==> src/rtl/elevator_call_queue.sv <==
// ---------------------------------------------------------------------------
// elevator_call_queue
//
// Request-side front end for the elevator controller. Validates incoming
// (pickup, destination) call requests, drops illegal ones and duplicates of
// requests already pending, and buffers the rest in a circular FIFO. The
// oldest pending request is presented to the controller via valid/ready.
//
// Parameters:
//   N          queue depth in entries (2..15)
//   TOP_FLOOR  highest legal floor; legal floors are 1..TOP_FLOOR, 0 = IDLE
//
// Ports:
//   clk        clock, all state updates on posedge
//   rst        asynchronous active-high reset
//   req_valid  panel offers a request this cycle
//   req_from   pickup floor
//   req_to     destination floor
//   req_ready  registered: queue can accept (count < N)
//   out_valid  head entry present
//   out_from   head pickup floor, IDLE when empty
//   out_to     head destination floor, IDLE when empty
//   out_ready  controller consumes the head this cycle
//   count      number of stored entries
//   rej_pulse  one-cycle pulse: request illegal or offered while full
//   dup_pulse  one-cycle pulse: request dropped as a duplicate
// ---------------------------------------------------------------------------
module elevator_call_queue #(
    parameter int N         = 10,
    parameter int TOP_FLOOR = 9
) (
    input  logic       clk,
    input  logic       rst,
    input  logic       req_valid,
    input  logic [3:0] req_from,
    input  logic [3:0] req_to,
    output logic       req_ready,
    output logic       out_valid,
    output logic [3:0] out_from,
    output logic [3:0] out_to,
    input  logic       out_ready,
    output logic [3:0] count,
    output logic       rej_pulse,
    output logic       dup_pulse
);

    localparam int              PW   = (N > 1) ? $clog2(N) : 1;
    localparam logic [3:0]      TOP  = 4'(TOP_FLOOR);
    localparam logic [3:0]      CAP  = 4'(N);
    localparam logic [PW-1:0]   LAST = PW'(N - 1);

    logic [3:0]    r_mem_from [N];
    logic [3:0]    r_mem_to   [N];
    logic [N-1:0]  r_vld;
    logic [PW-1:0] r_wr_ptr;
    logic [PW-1:0] r_rd_ptr;
    logic [3:0]    r_count;
    logic          r_req_ready;
    logic          r_rej;
    logic          r_dup;

    logic          w_legal;
    logic          w_pop;
    logic          w_hit;
    logic          w_push;
    logic          w_rej;
    logic          w_dup;
    logic [3:0]    w_count_nxt;

    function automatic logic [PW-1:0] ptr_next(input logic [PW-1:0] p);
        return (p == LAST) ? '0 : p + PW'(1);
    endfunction

    assign w_legal = (req_from != 4'd0) && (req_from <= TOP) &&
                     (req_to   != 4'd0) && (req_to   <= TOP) &&
                     (req_from != req_to);

    assign w_pop = (r_count != 4'd0) && out_ready;

    // Per-entry valid bits let the duplicate search ignore stale slots
    // without pointer arithmetic. The head being popped this cycle is
    // excluded so a call that is just being served can be re-requested.
    always_comb begin
        w_hit = 1'b0;
        for (int i = 0; i < N; i++) begin
            if (r_vld[i] &&
                (r_mem_from[i] == req_from) &&
                (r_mem_to[i] == req_to) &&
                !(w_pop && (r_rd_ptr == PW'(i)))) begin
                w_hit = 1'b1;
            end
        end
    end

    // Illegal/full takes precedence over duplicate for pulse reporting.
    assign w_rej  = req_valid && (!w_legal || !r_req_ready);
    assign w_dup  = req_valid && r_req_ready && w_legal && w_hit;
    assign w_push = req_valid && r_req_ready && w_legal && !w_hit;

    // A push only happens below N and a pop only above 0, so the count
    // saturates and never underflows without extra guards.
    always_comb begin
        w_count_nxt = r_count;
        if (w_push && !w_pop) begin
            w_count_nxt = r_count + 4'd1;
        end else if (!w_push && w_pop) begin
            w_count_nxt = r_count - 4'd1;
        end
    end

    always_ff @(posedge clk or posedge rst) begin
        if (rst) begin
            for (int i = 0; i < N; i++) begin
                r_mem_from[i] <= 4'd0;
                r_mem_to[i]   <= 4'd0;
            end
            r_vld       <= '0;
            r_wr_ptr    <= '0;
            r_rd_ptr    <= '0;
            r_count     <= 4'd0;
            r_req_ready <= 1'b1;
            r_rej       <= 1'b0;
            r_dup       <= 1'b0;
        end else begin
            // Push and pop never target the same slot: that would need
            // count == 0 (no pop) or count == N (no push).
            if (w_push) begin
                r_mem_from[r_wr_ptr] <= req_from;
                r_mem_to[r_wr_ptr]   <= req_to;
                r_vld[r_wr_ptr]      <= 1'b1;
                r_wr_ptr             <= ptr_next(r_wr_ptr);
            end
            if (w_pop) begin
                r_vld[r_rd_ptr] <= 1'b0;
                r_rd_ptr        <= ptr_next(r_rd_ptr);
            end
            r_count     <= w_count_nxt;
            // Ready follows the count of the previous edge, so a pop on a
            // full queue does not open a slot until the next cycle.
            r_req_ready <= (w_count_nxt < CAP);
            r_rej       <= w_rej;
            r_dup       <= w_dup;
        end
    end

    assign req_ready = r_req_ready;
    assign out_valid = (r_count != 4'd0);
    assign out_from  = out_valid ? r_mem_from[r_rd_ptr] : 4'd0;
    assign out_to    = out_valid ? r_mem_to[r_rd_ptr]   : 4'd0;
    assign count     = r_count;
    assign rej_pulse = r_rej;
    assign dup_pulse = r_dup;

endmodule

==> config.mk <==
export PLATFORM = sky130hd
export DESIGN_NAME = elevator_call_queue
export DESIGN_NICKNAME = d
export VERILOG_FILES = /design/src/rtl/elevator_call_queue.sv
export SDC_FILE = /design/constraint.sdc
export NUM_CORES = 1
export LEC_CHECK = 0
export ABC_AREA = 1
export CAP_MARGIN = 20
export CELL_PAD_IN_SITES_DETAIL_PLACEMENT = 1
export CELL_PAD_IN_SITES_GLOBAL_PLACEMENT = 2
export CORE_MARGIN = 4
export CORE_UTILIZATION = 35
export DETAILED_ROUTE_END_ITERATION = 8
export PLACE_DENSITY_LB_ADDON = 0.12
export SYNTH_ARGS = -nofsm -noshare
export SYNTH_HDL_FRONTEND = slang
export SYNTH_SLANG_ARGS = --single-unit
==> constraint.sdc <==
create_clock -name clk -period 5.33 [get_ports clk]
set_input_delay 1.3325 -clock clk [delete_from_list [all_inputs] [get_ports clk]]
set_output_delay 1.3325 -clock clk [all_outputs]
set_load 0.05 [all_outputs]
# Yosys cells after proc, flatten, opt, wreduce, memory -nomap -nowiden
# Cells that the tools add are included.
[totals]
ff_bits = 105
latchBits = 0
ramBits = 0
mem_bits_ro = 0
input_bits = 12
output_inout_bits = 16
elab_cells = 184
mem_count = 0
[op_classes]
add_sub_neg = 4
multipliers = 0
n_div = 0
n_lt_le_gt_ge = 10
n_eq_ne = 31
shift = 0
muxes = 32
bitwise_logic = 5
reduce_logical = 75
[op_table]
columns = ["operator", "count"]
rows = [
  ["$bwmux W40", 2],
  ["$eq A4 B4 Y1", 20],
  ["$logic_and A1 B1 Y1", 55],
  ["$mux W4", 11],
  ["$bmux W4 S4", 2],
  ["$mux W10", 2],
  ["$demux W4 S4", 1],
  ["$eq A4 B3 Y1 const B", 4],
  ["$logic_not A1 Y1", 15],
  ["$add A4 B1 Y4 const B", 3],
  ["$eq A4 B4 Y1 const B", 3],
  ["$mux W1", 12],
  ["$reduce_bool A4 Y1", 3],
  ["$and A10 B10 Y10", 1],
  ["$ge A5 B5 Y1 const B", 2],
  ["$lt A4 B5 Y1 const B", 2],
  ["$not A10 Y10", 1],
  ["$not A4 Y5", 2],
  ["$or A10 B10 Y10", 1],
  ["$demux W1 S4", 2],
  ["$eq A4 B2 Y1 const B", 2],
  ["$ge A4 B1 Y1 const B", 2],
  ["$le A4 B4 Y1 const B", 2],
  ["$lt A5 B1 Y1 const B", 1],
  ["6 further kinds", 6],
]

# Depth between registers and ports, before layout
# Gate-level depths: netlist of run 1.
[depth]
ltp_word = 22
ltp_mapped = 21
mapped_depth_nobuf = 20

# Least setup slack after synthesis of run 1
# No wires, ideal clock.
[synth_path]
path_type = "input to register"
startpoint = "input req_from[2]"
endpoint = "register r_req_ready (netlist: req_ready)"
setup_ps = 79
arrival_time_ps = 3447
t_required_ps = 5251
slack_ps = 1805
cell_stages = 18
path_buffers = 3
cell_sequence = "buf_2 buf_4 nor2_1 nand3_1 o211ai_1 nor2_1 nand2_1 nor2_1 buf_2 nand2_1 inv_1 ha_1 inv_1 nand2_1 o41ai_1 xnor2_1 inv_1 o21ai_0"
[synth_between]
elab_chain_cells = 21
word_cells_on_any_way = 66
cone_classes = "order compare: 2; eq/ne: 11; mux: 12; reduce/logical: 41"
[synth_lines]
columns = ["element", "line_no", "rtl"]
rows = [
  ["start: declaration", "35", "input logic [3:0] req_from,"],
  ["$eq A4 B4 Y1", "87", "(r_mem_from[i] == req_from) &&"],
  ["$logic_and A1 B1 Y1", "86", "if (r_vld[i] &&"],
  ["$logic_and A1 B1 Y1", "87", ""],
  ["$logic_and A1 B1 Y1", "88", "(r_mem_to[i] == req_to) &&"],
  ["$mux W1 (10 in series)", "86", ""],
  ["$logic_not A1 Y1", "98", "assign w_push = req_valid && r_req_ready && w_legal && !w_hit;"],
  ["$logic_and A1 B1 Y1 *", "98", ""],
  ["$logic_not A1 Y1", "106", "end else if (!w_push && w_pop) begin"],
  ["$logic_and A1 B1 Y1", "106", ""],
  ["$mux W4", "106", ""],
  ["$mux W4 *", "104", "if (w_push && !w_pop) begin"],
  ["named net w_count_nxt[3]", "68", "logic [3:0] w_count_nxt;"],
  ["$lt A4 B4 Y1 *", "140", "r_req_ready <= (w_count_nxt < CAP);"],
  ["end signal: assignment", "140", ""],
  ["end: declaration", "58", "logic r_req_ready;"],
]
# The timed path passes the listed nets; every way through them passes the cells marked *.
# A chain may end at the register's enable or synchronous reset.

# Worst setup path in the final report of run 1
[layout_path]
startpoint = "register r_rd_ptr[0]"
endpoint = "output out_to[0]"
[layout_between]
elab_chain_cells = 5
[layout_lines]
columns = ["element", "line_no", "rtl"]
rows = [
  ["start: declaration", "56", "logic [PW-1:0] r_rd_ptr;"],
  ["start signal: assignment", "135", "r_rd_ptr <= ptr_next(r_rd_ptr);"],
  ["$not A4 Y5 (not written as such)", "149", "assign out_to = out_valid ? r_mem_to[r_rd_ptr] : 4'd0;"],
  ["$bmux W4 S4", "149", ""],
  ["$mux W4 (not written as such) (2 in series)", "149", ""],
  ["$mux W4", "149", ""],
  ["end: declaration", "40", "output logic [3:0] out_to,"],
]
# No other way between the ends. The select of a mux whose other input is x is not followed.

==> results.md, run 1 <==
* Die height at 152 um
* Worst path cell trace: inv_2, nor2_2, buf_4, nand2_1, o21ai_0, o21ai_0, a21oi_1, o21ai_0, inv_1, clkdlybuf4s50_1
* Global-route usage over all layers at about a quarter
* Rows at 52
* Sequential area share after synthesis at a little over a third
* Flop pwr share at approximately a third
* Synthesized flop and latch total at ~110
* Initial antenna violation count at 0
* Final hold slack at 496 ps
* Post-CTS Setup Bufs at 0
* # setup viols final at 0
* Setup ws final at ~850 ps
* Slowest stage cell, crit path: clkdlybuf4s50_1
* Max Root-Sink Buffers at 2
* Syn nets at around 1100
* Non-Filler Instances at roughly 1400
* Final worst-path cycle share at between 80% and 90%
* First-pass GRT wire length at roughly 46000 um
* Unique masters post-synth at 38
* Cts hold-fix bufs at 0
* Ant. Diodes at 0
* Placed cells at between 1000 and 1500
* Cells after Synth at roughly 1100
* Vias at approximately 7500
* Largest net degree at the start of global routing at between 90 and 100
* Avg Vias per Cell at 5.42
* CTS buffer count at 9
* Setup TNS at 0 ps
* Layout area overhead at 11.7%
* Skew final at 10.6 ps
* Vias in the first global route at between 7000 and 8000
* Final GP Congestion at approximately 0.9
* Multi-input gate area at approximately 3900 um2
* Cell Area, Synth at between 7000 and 8000 um2
* Seq. cell area at between 2000 and 3000 um2
* Share of cells above drive strength 1 at roughly 6.6%
* Wirelength per Cell at ~21 um
* Int Pwr at 2.04 mW
* CTS tree: done
* Worst stage delay on the critical path at approximately 790 ps
* Synth warnings at 0
* Die span in x at ~150 um
* Resize count post-CTS at 0
* Share of total power in combinational logic at ~48%
* Sink Count at about 110
* Die Area at between 20000 and 25000 um2
* Synth Area per Inst at between 6 and 7 um2
* Pre-CTS setup slack at approximately 670 ps
* Crit start category: flop
* IO buf count at 27
* CP bufs+invs at 4
* Clk pin slew, worst setup/hold paths at roughly 80 ps
* Most common cell after layout, fill and taps aside: nand2_1
* Antenna-violating nets left at 0
* RSZ-0062 raised after global routing: no
* # DRC at 0
* Max FO, Critical Path at 11
* IO Pins at 28
* Leak pwr at about 4.3 nW
* P_sw at roughly 2.0 mW
* Most used cell along the critical path: o21ai_0
* Clock latency on the worst-skew pair at 370 ps
* Status: complete, no violations
* Initial Util at a little over a third
* Switching share of power at around half
* Slew margin rel. at a little over a third
* Max Cap Viol at 0
* Clock share of power at 17.1%
* Worst Path Required at approximately 4000 ps
* Total wire length at around 29000 um
* Setup crit end kind: primary output
* Upper clock frequency limit at around 220 MHz
* DRT iter0 DRCs at about 580
* Most frequent cells in the layout: nand2_1, inv_1, nor2_1
* Clock root cell: clkbuf_16
* Grt ovf at 0
* Core Area at around 20000 um2
* Top delay family on crit path: buffers and inverters
* Worst slew pin tran at roughly 960 ps
* Final hold viol count at 0
* PD cells at roughly 500 nW/um2
* Layout fillers at 2694
* Worst vdd ir at around 0.19 mV
* H-Tree Level Count at 3
* Fin nets at around 1100
* Hold Crit Class: flop to flop
* Crit Path Category: flop to primary output
* Max-slew violations at 0
* Tmin final at 4480 ps
* Post-DP HPWL at 20100 um
* Total Power at roughly 4.0 mW
* Drt first pass iters at 5
* Arrival time worst endpoint at approximately 3200 ps
[flip-flops by register name, summed over array words and instances (netlist names)]
name        count
count           4
dup_pulse       1
r_mem_from     40
r_mem_to       40
r_rd_ptr        4
r_vld          10
r_wr_ptr        4
rej_pulse       1
req_ready       1
[layer usage]
| metal | global-route usage (%) | vias up | share of wire, % |
|---|---|---|---|
| li1 | - | 3566 | - |
| met2 | 40.7 | 160 | 45 |
| met4 | 7.68 | 0 | 2.5 |
| met5 | 0 | - | 0 |
| met1 | 38.5 | 3730 | 49 |
| met3 | 2.94 | 41 | 3.7 |
[through the flow]
stage               area, um2  utilization [%]
finish                   8080             39.8
global route             8080             39.8
CTS                      8080             39.8
detailed placement       7790             38.4
global placement         7790             38.4
floorplan                7230                -
[cell usage after synthesis]
cell       instances  area [um2]
a21oi_1           31         155
nand3b_1           6        45.0
xnor2_1           21         184
nor3b_1            1        7.51
o22ai_1           11        68.8
nor3_2             1        10.0
nor2_2             5        31.3
buf_2             22         110
o2111ai_1          7        61.3
buf_4              8        60.1
dfrtp_1          104        2600
clkinv_1           2        7.51
nand4_1           91         569
nor2_4             2        22.5
o221ai_1           2        17.5
buf_1              4        15.0
inv_1            117         439
nor2_8             1        20.0
and2_1             1        6.26
nor2_1           107         402
a221o_1            1        10.0
o31ai_1            1        7.51
ha_1               4        50.1
xor2_1             4        35.0
or2_2              4        25.0
nor3_1             3        15.0
nand4_2           10         125
o211ai_1           2        15.0
o21ai_0           41         205
o41ai_1            1        8.76
a22oi_1            4        30.0
clkbuf_1          15        56.3
nand2_2            2        12.5
inv_2              6        22.5
nand3_2            1        10.0
dfstp_2            1        26.3
nand3_1           30         150
nand2_1          424        1590
[cell families after synthesis]
family,Yosys count,synth area share (%)
and+or+nand+nor,689,42.1
buffers and inverters,174,9.83
DFF,105,36.4
AOI/OAI and AO/OA,101,8.01
xor gates and xnor gates,25,3.03
adders and majority gates,4,0.692
[path summary, 6_finish.rpt]
| path | startpoint | to | slack [ps] | cells after the start |
|---|---|---|---|---|
| worst max-delay path | r_rd_ptr[0] | out_to[0] | 850 | 10 |
| worst min-delay path | r_mem_to[8] | r_mem_to[8] | 500 | 2 |
| worst max register to register | count[0] | req_ready | 1200 | 20 |
| worst min register to register | r_mem_to[8] | r_mem_to[8] | 500 | 2 |
| max in group asynchronous | rst | r_mem_to[25] | 2950 | 3 |
| min in group asynchronous | rst | count[1] | 1440 | 2 |
[cell type report]
| cell class | instances | area share (%) |
|---|---|---|
| tap | 270 | 4.18 |
| multi-input combinational | 819 | 48.3 |
| sequential | 105 | 32.5 |
| clock inverter | 6 | 0.619 |
| timing repair buffer | 49 | 5.54 |
| inverter | 125 | 5.84 |
| clock buffer | 10 | 2.96 |
[power groups by stage]
stage | registers [mW] | logic (mW) | clock network [mW]
finish | 1.42 | 1.93 | 0.692
CTS | 1.41 | 1.94 | 0.710
global route | 1.46 | 2.16 | 0.742
detailed placement | 1.42 | 1.93 | 0
global placement | 1.42 | 1.91 | 0
floorplan | 1.37 | 1.32 | 0
[worst min-delay path, stage by stage (launching register included)]
cell	delay (ps)
dfrtp_1	350
nand2_1	60
nand2_1	60
No activity file was read; power rests on OpenSTA's default activity.
==> run 2: changes to the inputs <==
--- a/config.mk
+++ b/config.mk
@@ -10,7 +10,7 @@
 export CELL_PAD_IN_SITES_DETAIL_PLACEMENT = 1
 export CELL_PAD_IN_SITES_GLOBAL_PLACEMENT = 2
 export CORE_MARGIN = 4
-export CORE_UTILIZATION = 35
+export CORE_UTILIZATION = 31
 export DETAILED_ROUTE_END_ITERATION = 8
 export PLACE_DENSITY_LB_ADDON = 0.12
 export SYNTH_ARGS = -nofsm -noshare
==> constraint.sdc (replaced) <==
create_clock -name clk -period 3.6 [get_ports clk]
set_input_delay 0.9 -clock clk [delete_from_list [all_inputs] [get_ports clk]]
set_output_delay 0.9 -clock clk [all_outputs]
set_load 0.05 [all_outputs]
==> run 2 against run 1 <==
  * Hold slack barely moved
  * Power grew 57%
  * Setup slack got worse by 630 ps
  * Largest cell class unchanged
  * Global-route usage down 2.5 points
  * Utilization up 0.83 points
  * First-iteration DRC count shrank 24%
  * Clock-buffer cell count stayed put
==> results.md, run 2 (synthesis gave the netlist of run 1 again) <==
* Status: complete, no violations (unchanged)
* Final GP Congestion at 0.878 (was 0.892)
* Hold Crit Class: flop to flop (unchanged)
* Max Root-Sink Buffers at 2 (unchanged)
* H-Tree Level Count at 3 (unchanged)
* Upper clock frequency limit at 295 MHz
* Die height at 161 um (was 152 um)
* Ant. Diodes at 0 (unchanged)
* Max Cap Viol at 0 (unchanged)
* Worst vdd ir at 0.310 mV (was 0.185 mV)
* Avg Vias per Cell at 5.07 (was 5.42)
* Worst slew pin tran at 1020 ps (was 959 ps)
* Pre-CTS setup slack at -284 ps (was 665 ps)
* Tmin final at between 3000 and 4000 ps
* Slew margin rel. at 31.5% (was 36.0%)
* Layout area overhead at 28.0% (was 11.7%)
* Global-route usage over all layers at 23.7% (was 26.2%)
* PD cells at 687 nW/um2 (was 501 nW/um2)
* Drt first pass iters at 5 (unchanged)
* Arrival time worst endpoint at 2480 ps (was 3150 ps)
* Final worst-path cycle share at around 94%
* Crit Path Category: flop to primary output (unchanged)
* Sink Count at 105 (unchanged)
* CTS buffer count at 9 (unchanged)
* Die span in x at 161 um (was 152 um)
* Share of cells above drive strength 1 at 16.5% (was 6.55%)
* Initial antenna violation count at 0 (unchanged)
* DRT iter0 DRCs at 438 (was 575)
* Clock latency on the worst-skew pair at 360 ps (was 370 ps)
* IO buf count at 27 (unchanged)
* Final hold viol count at 0 (unchanged)
* Clk pin slew, worst setup/hold paths at 80 ps (about the same)
* Max-slew violations at 0 (unchanged)
* First-pass GRT wire length at 47300 um (was 45700 um)
* Most frequent cells in the layout: nand2_1, buf_4, inv_1 (was nand2_1, inv_1, nor2_1)
* Post-DP HPWL at 22800 um (was 20100 um)
* Vias in the first global route at 7939 (was 7519)
* IO Pins at 28 (unchanged)
* Crit start category: flop (unchanged)
* Setup ws final at 216 ps (was 848 ps)
* Clock root cell: clkbuf_16 (unchanged)
* Non-Filler Instances at 1544 (was 1384)
* Antenna-violating nets left at 0 (unchanged)
* Worst Path Required at 2700 ps (was 4000 ps)
* Design area at 9260 um2 (was 8080 um2)
* # DRC at 0 (unchanged)
* Setup TNS at 0 ps (unchanged)
* Total wire length at 30500 um (was 29000 um)
* DP Area at 8930 um2 (was 7790 um2)
* Max FO, Critical Path at 11 (unchanged)
* Wirelength per Cell at 19.7 um (was 20.9 um)
* Core Area at 22800 um2 (was 20300 um2)
* Fin nets at 1242 (was 1125)
* Initial Util at 31.7% (was 35.6%)
* # setup viols final at 0 (unchanged)
* Grt ovf at 0 (unchanged)
* Vias at 7823 (was 7497)
* Skew final at 8.78 ps (was 10.6 ps)
* Die Area at 25800 um2 (was 23000 um2)
* Setup crit end kind: primary output (unchanged)
* Most common cell after layout, fill and taps aside: nand2_1 (unchanged)
* RSZ-0062 raised after global routing: no (unchanged)
* Leak pwr at 4.95 nW (was 4.28 nW)
* Placed cells at 1527 (was 1368)
* CTS tree: done (unchanged)
* Rows at 55 (was 52)
* Biggest regs: r_mem_from: 40 flops, r_mem_to: 40 flops, r_vld: 10 flops (unchanged)
* Largest net degree at the start of global routing at 106 (was 92)
[run 2: cell types whose count changed in the layout (fill, tap and decap cells not counted), moves of 2 or more]
cell / change
buf_4: +105
dlymetal6s2s_1: +4
buf_12: +19
clkinv_4: -2
nand2_1: -3
clkdlybuf4s50_1: -12
inv_6: +2
nand2_2: +3
[run 2: report_power, final]
| part | leakage [nW] | switching, mW | internal (mW) |
|---|---|---|---|
| registers | 1.38 | 0.487 | 1.62 |
| logic | 3.43 | 2.04 | 1.21 |
| clock network | 0.140 | 0.517 | 0.482 |
| total | 4.95 | 3.05 | 3.31 |
[run 2: cell type report]
class,instances,area [um2]
fillers,2901,13500
flip-flops and latches,105,2630
clock inverters,6,47.5
well taps,313,392
clock buffers,10,229
inverters,125,477
multi-input cells,819,3920
repair buffers,166,1560
[run 2: path summary, 6_finish.rpt]
| kind | startpoint | endpoint | slack [ps] | cells after the start |
|---|---|---|---|---|
| max in group asynchronous | rst | r_vld[8] | 2080 | 3 |
| min in group asynchronous | rst | count[3] | 1050 | 3 |
| hold / removal | r_mem_to[1] | r_mem_to[1] | 500 | 2 |
| setup reg to reg | count[0] | req_ready | 370 | 20 |
| setup / recovery | r_rd_ptr[0] | out_to[0] | 220 | 10 |
| hold reg to reg | r_mem_to[1] | r_mem_to[1] | 500 | 2 |
[run 2: metrics by stage]
step	hold slack (ps)	power (mW)	utilization (%)
floorplan	450	3.99	-
global placement	465	5.31	39.2
detailed placement	484	5.37	39.2
CTS	502	6.39	40.4
global route	537	6.85	40.6
finish	496	6.36	40.6
[run 2: critical path, stage by stage, from the launching register on]
cell	delay [ps]
dfrtp_1	430
inv_2	100
nand2_1	210
inv_1	390
nand2_1	100
o2111ai_1	160
nand2_1	80
a21oi_1	240
o21ai_0	140
inv_1	120
buf_12	140
[run 2: per-layer routing]
metal  track usage, %  part of all wire [%]  vias up
met2             40.0                    48      108
met4             5.16                   1.7        0
met5                0                     0        -
li1                 -                     -     3793
met1             32.8                    48     3888
met3             2.72                   2.5       34
[run 2: what timing repair did]
action | in CTS | in global routing
gates resized for setup | 0 | 11
endpoints found under the setup margin | 0 | 2
hold buffers | 0 | 0
setup buffers | 0 | 1
